File: src/rtl/mult_share_ctrl_if.sv
// rtl/mult_share_ctrl_if.sv - requester, response and multiplier bundle for mult_share_ctrl
interface mult_share_ctrl_if #(
  parameter int WIDTH = 32,
  parameter int NREQ  = 4,
  parameter int IDW   = 2
);
  logic [NREQ-1:0]       req_valid;
  logic [NREQ-1:0]       req_ready;
  logic [NREQ*WIDTH-1:0] req_mcand;
  logic [NREQ*WIDTH-1:0] req_mplier;
  logic                  resp_valid;
  logic                  resp_ready;
  logic [IDW-1:0]        resp_id;
  logic [2*WIDTH-1:0]    resp_product;
  logic                  mul_en;
  logic [WIDTH-1:0]      mul_mcand;
  logic [WIDTH-1:0]      mul_mplier;
  logic [2*WIDTH-1:0]    mul_product;
  logic                  busy;

  modport slave (
    input  req_valid, req_mcand, req_mplier, resp_ready, mul_product,
    output req_ready, resp_valid, resp_id, resp_product,
           mul_en, mul_mcand, mul_mplier, busy
  );

  modport master (
    output req_valid, req_mcand, req_mplier, resp_ready, mul_product,
    input  req_ready, resp_valid, resp_id, resp_product,
           mul_en, mul_mcand, mul_mplier, busy
  );
endinterface

File: src/rtl/mult_share_ctrl.sv
// rtl/mult_share_ctrl.sv - round-robin sharing of one 3-stage pipelined multiplier with ID tracking
module mult_share_ctrl #(
  parameter int WIDTH = 32,
  parameter int NREQ  = 4,
  parameter int IDW   = 2
) (
  input logic          clk,
  input logic          reset,
  mult_share_ctrl_if.slave bus
);
  logic [IDW-1:0] last_grant;
  logic [IDW-1:0] grant_idx;
  logic           grant_made;
  logic           stall;
  int             cand;
  logic [2:0]     v_valid;
  logic [IDW-1:0] v_id [3];

  assign stall      = v_valid[2] && !bus.resp_ready;
  assign bus.mul_en = !stall;

  // Rotating priority: search begins just after the last winner and wraps.
  always_comb begin
    grant_made = 1'b0;
    grant_idx  = '0;
    cand       = 0;
    if (bus.mul_en && !reset) begin
      for (int k = 1; k <= NREQ; k++) begin
        cand = (int'(last_grant) + k) % NREQ;
        if (!grant_made && (|((bus.req_valid >> cand) & NREQ'(1)))) begin
          grant_made = 1'b1;
          grant_idx  = IDW'(cand);
        end
      end
    end
  end

  assign bus.req_ready  = grant_made ? (NREQ'(1) << grant_idx) : '0;
  assign bus.mul_mcand  = grant_made ? WIDTH'(bus.req_mcand  >> (int'(grant_idx) * WIDTH)) : '0;
  assign bus.mul_mplier = grant_made ? WIDTH'(bus.req_mplier >> (int'(grant_idx) * WIDTH)) : '0;

  // Tag pipeline advances in lockstep with the multiplier's three registers.
  always_ff @(posedge clk) begin
    if (reset) begin
      last_grant <= IDW'(NREQ - 1);
      v_valid    <= '0;
      v_id[0]    <= '0;
      v_id[1]    <= '0;
      v_id[2]    <= '0;
    end else if (bus.mul_en) begin
      if (grant_made) begin
        last_grant <= grant_idx;
      end
      v_valid <= {v_valid[1:0], grant_made};
      v_id[0] <= grant_idx;
      v_id[1] <= v_id[0];
      v_id[2] <= v_id[1];
    end
  end

  assign bus.resp_valid   = v_valid[2];
  assign bus.resp_id      = v_id[2];
  assign bus.resp_product = bus.mul_product;
  assign bus.busy         = |v_valid;
endmodule

File: src/flat_wrapper.sv
// flat-port wrapper written by rule: the top's interface ports become plain ports
module mult_share_ctrl_flat 
#(
  parameter int WIDTH = 32,
  parameter int NREQ  = 4,
  parameter int IDW   = 2
)
  (clk, reset, bus_req_valid, bus_req_mcand, bus_req_mplier, bus_resp_ready, bus_mul_product, bus_req_ready, bus_resp_valid, bus_resp_id, bus_resp_product, bus_mul_en, bus_mul_mcand, bus_mul_mplier, bus_busy);
  mult_share_ctrl_if #(.WIDTH(WIDTH), .NREQ(NREQ), .IDW(IDW)) bus_i ();
  input logic clk;
  input logic reset;
  input wire logic [$bits(bus_i.req_valid)-1:0] bus_req_valid;
  input wire logic [$bits(bus_i.req_mcand)-1:0] bus_req_mcand;
  input wire logic [$bits(bus_i.req_mplier)-1:0] bus_req_mplier;
  input wire logic [$bits(bus_i.resp_ready)-1:0] bus_resp_ready;
  input wire logic [$bits(bus_i.mul_product)-1:0] bus_mul_product;
  output wire logic [$bits(bus_i.req_ready)-1:0] bus_req_ready;
  output wire logic [$bits(bus_i.resp_valid)-1:0] bus_resp_valid;
  output wire logic [$bits(bus_i.resp_id)-1:0] bus_resp_id;
  output wire logic [$bits(bus_i.resp_product)-1:0] bus_resp_product;
  output wire logic [$bits(bus_i.mul_en)-1:0] bus_mul_en;
  output wire logic [$bits(bus_i.mul_mcand)-1:0] bus_mul_mcand;
  output wire logic [$bits(bus_i.mul_mplier)-1:0] bus_mul_mplier;
  output wire logic [$bits(bus_i.busy)-1:0] bus_busy;
  assign bus_i.req_valid = bus_req_valid;
  assign bus_i.req_mcand = bus_req_mcand;
  assign bus_i.req_mplier = bus_req_mplier;
  assign bus_i.resp_ready = bus_resp_ready;
  assign bus_i.mul_product = bus_mul_product;
  assign bus_req_ready = bus_i.req_ready;
  assign bus_resp_valid = bus_i.resp_valid;
  assign bus_resp_id = bus_i.resp_id;
  assign bus_resp_product = bus_i.resp_product;
  assign bus_mul_en = bus_i.mul_en;
  assign bus_mul_mcand = bus_i.mul_mcand;
  assign bus_mul_mplier = bus_i.mul_mplier;
  assign bus_busy = bus_i.busy;
  mult_share_ctrl #(.WIDTH(WIDTH), .NREQ(NREQ), .IDW(IDW)) u_core (.clk(clk), .reset(reset), .bus(bus_i));
endmodule
File: config.mk
export PLATFORM = sky130hd
export DESIGN_NAME = mult_share_ctrl_flat
export DESIGN_NICKNAME = d
export VERILOG_FILES = /design/src/rtl/mult_share_ctrl_if.sv /design/src/rtl/mult_share_ctrl.sv /design/src/flat_wrapper.sv
export SDC_FILE = /design/constraint.sdc
export NUM_CORES = 1
export LEC_CHECK = 0
export ABC_CLOCK_PERIOD_IN_PS = 2400
export BUFFER_PORTS_ARGS = -buffer_cell sky130_fd_sc_hd__buf_2
export CELL_PAD_IN_SITES_DETAIL_PLACEMENT = 0
export CELL_PAD_IN_SITES_GLOBAL_PLACEMENT = 1
export CORE_AREA = 2 2 179 181
export DETAILED_ROUTE_END_ITERATION = 7
export DIE_AREA = 0 0 181 183
export PLACE_DENSITY_LB_ADDON = 0.1
export SETUP_SLACK_MARGIN = 0.4
export SLEW_MARGIN = 0
export SYNTH_ARGS = -nofsm -noshare
export SYNTH_HDL_FRONTEND = slang
export SYNTH_SLANG_ARGS = --single-unit
File: constraint.sdc
create_clock -name clk -period 2.4 [get_ports clk]
set_input_delay 0.12 -clock clk [delete_from_list [all_inputs] [get_ports clk]]
set_output_delay 0.12 -clock clk [all_outputs]
set_load 0.02 [all_outputs]
==> impl_metrics.env <==
export IMPL_status="finished with violations"
export IMPL_violations="setup timing"
export IMPL_drive_above_1_share_pct=72.73
export IMPL_wl_mm=21.02
export IMPL_cts_hold_buf=0
export IMPL_tns_ps=-1404
export IMPL_ios=464
export IMPL_h_tree_depth=1
export IMPL_setup_violations=56
export IMPL_path_cells="inv_4 -> a31oi_4 -> a21boi_4 -> buf_12 -> buf_12 -> buf_16 -> mux2_2 -> a221o_1 -> buf_2"
export IMPL_worstPathRequired_ps=2280
export IMPL_postRouteAntennaNets=0
export IMPL_via_per_inst=3.969
export IMPL_path_delay_family="compound AO/OA/AOI/OAI gates"
export IMPL_tightest_slew_ps=371.0
export IMPL_grt_ovfl_total=0
export IMPL_crit_path_top_delay_cell="dfxtp_4"
export IMPL_synth_area_leaders="a221o_1 21%, mux2_2 17%, buf_4 16%"
export IMPL_gp_congestion=0.7874
export IMPL_drv_cap=0
export IMPL_wl_per_cell_microns=19.96
export IMPL_path_clk_slew_ps=40
export IMPL_synth_area_sq_mm=0.003063
export IMPL_cp_max_fo=6
export IMPL_p_leak_nw=3.150
export IMPL_critical_path_buf_inv_count=5
export IMPL_cp_slowest_stage_delay_ps=370
export IMPL_ir_drop_mv=0.1833
export IMPL_fp_coreArea_sq_mm=0.03123
export IMPL_insertion_delay_ps=240
export IMPL_worstSetupPathType="reg -> out"
export IMPL_synth_top_area_cell="a221o_1"
export IMPL_final_common_cell="buf_2"
export IMPL_slew_violations=0
export IMPL_ys_ff_latch=11
export IMPL_root_buffer="clkbuf_16"
export IMPL_synth_top_area_share_pct=21.24
export IMPL_start_util_pct=9.808
export IMPL_skew_ps=1.291
export IMPL_ys_types=35
export IMPL_grt_pass1_vias=4368
export IMPL_setup_ws_ps=-65.08
export IMPL_tritoncts="yes"
export IMPL_fp_dieW_microns=181
export IMPL_ys_warn_count=0
export IMPL_drt_drc_violations_left=0
export IMPL_cts_sinks=11
export IMPL_syn_area_per_cell_sq_um=8.532
export IMPL_antenna_found_initial=2
export IMPL_hpwl_mm=14.21
export IMPL_rrSetupSlack_ps=760
export IMPL_vias=4179
export IMPL_end_kind="primary output"
export IMPL_hold_viol_final=0
export IMPL_crit_path_start_kind="flop"
export IMPL_period_minus_slack_ps=2465
export IMPL_ys_seq_area_share_pct=9.150
export IMPL_p_per_area_mw_per_mm2=458.0
export IMPL_syn_to_final_growth_pct=96.00
export IMPL_cp_common_cell="buf_12"
export IMPL_drtIter0Drc=120
export IMPL_final_period_utilization_pct=102.7
export IMPL_io_buffers=335
export IMPL_arrival_ps=2350
export IMPL_synthCells=359
export IMPL_max_freq_mhz=405.7
export IMPL_nets=977
export IMPL_dp_cells=1011
export IMPL_floorplan_rows=65
export IMPL_grt_setup_unrepaired="true"
export IMPL_cts_inserted_buffers=3
export IMPL_fin_cells=1053
export IMPL_clk_path_buf_depth=2
export IMPL_grt_total_usage_pct=9.903
export IMPL_dr_pass1_iters=4
export IMPL_dieArea_sq_mm=0.03312
export IMPL_fill_cells=3564
export IMPL_die_h_microns=183
export IMPL_slew_headroom_pct=75.13
export IMPL_grt_pass1_wl_mm=25.67
export IMPL_synth_fp_nets=686
export IMPL_hold_class="in -> reg"
export IMPL_grt_max_degree=47
export IMPL_final_cell_mix="287 x buf_2, 68 x and3_1, 65 x a221o_1, 52 x buf_6, 32 x mux2_4"
[Yosys cell counts]
| cell type | n |
|---|---|
| nand2_1 | 7 |
| nand3_2 | 1 |
| a31oi_1 | 1 |
| buf_4 | 67 |
| nor4_2 | 1 |
| and3_1 | 68 |
| o21ai_0 | 1 |
| nor2b_4 | 1 |
| nor2b_1 | 3 |
| o311a_1 | 1 |
| clkbuf_1 | 15 |
| mux2_2 | 46 |
| or4_1 | 1 |
| o211ai_1 | 1 |
| edfxtp_1 | 6 |
| a21boi_2 | 1 |
| mux2_1 | 18 |
| inv_2 | 2 |
| buf_2 | 11 |
| nor3b_1 | 2 |
| or4_4 | 1 |
| nor3_1 | 2 |
| o21ai_1 | 1 |
| or3b_2 | 1 |
| inv_1 | 2 |
| a21oi_1 | 6 |
| nand2b_1 | 3 |
| and2_1 | 3 |
| o22ai_1 | 1 |
| or3_1 | 1 |
| buf_6 | 6 |
| a221o_1 | 65 |
| nor2_1 | 5 |
| buf_1 | 3 |
| dfxtp_1 | 5 |
[per-stage QoR]
stage                     hold slack, ps  area [sq um]  total power [mW]  worst slack (ps)  util (%)
after CTS                          133.1          5139             2.226            -14.25     16.45
after detailed placement           240.1          4793             1.750             106.3     15.35
after global placement             240.1          4793             1.759             87.68     15.35
final                              134.0          6003             2.750            -65.08     19.22
after global routing               145.0          6001             2.911            -130.0     19.21
after floorplan                    189.1          3128             1.323             396.5         -
[layout make-up]
type,instances,area [sq um],area share (%)
repair buffers,388,2813,46.85
well taps,402,503.0,8.378
multi-input cells,242,2298,38.29
inverters,4,17.52,0.2918
flip-flops and latches,11,287.8,4.794
diodes,2,5.005,0.08337
clock buffers,4,78.83,1.313
[layer usage]
metal,part of all wire [%],track usage (%)
met5,0,0
met4,2.5,2.992
met3,6.1,2.006
met2,54,20.22
met1,37,9.986
[power by group]
group | leakage (nW) | internal (mW) | switching (mW) | total (mW)
registers | 0.113 | 0.219 | 0.0122 | 0.231
clock network | 0.0382 | 0.223 | 0.0841 | 0.307
logic | 3.00 | 1.19 | 1.02 | 2.21
[flip-flops by register name, indices dropped and copies added, names as in the netlist]
name	flops
u_core.v_id	6
u_core.v_valid	3
u_core.last_grant	2
[cell families (layout without fill, tap and decap cells)]
logic type | after synthesis | after routing | share of synthesized area [%]
buffers and inverters | 106 | 396 | 23.12
multiplexers | 64 | 64 | 23.53
AO/OA/AOI/OAI | 78 | 78 | 23.90
AND/OR/NAND/NOR | 100 | 100 | 20.30
other | 0 | 2 | 0
flip-flops | 11 | 11 | 9.150
[worst paths after layout]
| path | start | endpoint | depth (start not counted) |
|---|---|---|---|
| worst min register to register | u_core.v_valid[1] | u_core.v_valid[1] | 2 |
| worst max register to register | u_core.last_grant[1] | u_core.last_grant[1] | 7 |
| worst min-delay path | reset | u_core.v_valid[0] | 2 |
| worst max-delay path | u_core.last_grant[0] | bus_mul_mplier[26] | 9 |
[repair_timing]
action                     CTS  global route
buffers inserted             8            11
gates resized for setup     41           128
setup endpoints to repair   68            68
pin swaps                    5            27
gates cloned                 2            15
No activity file was read; power rests on OpenSTA's default activity.
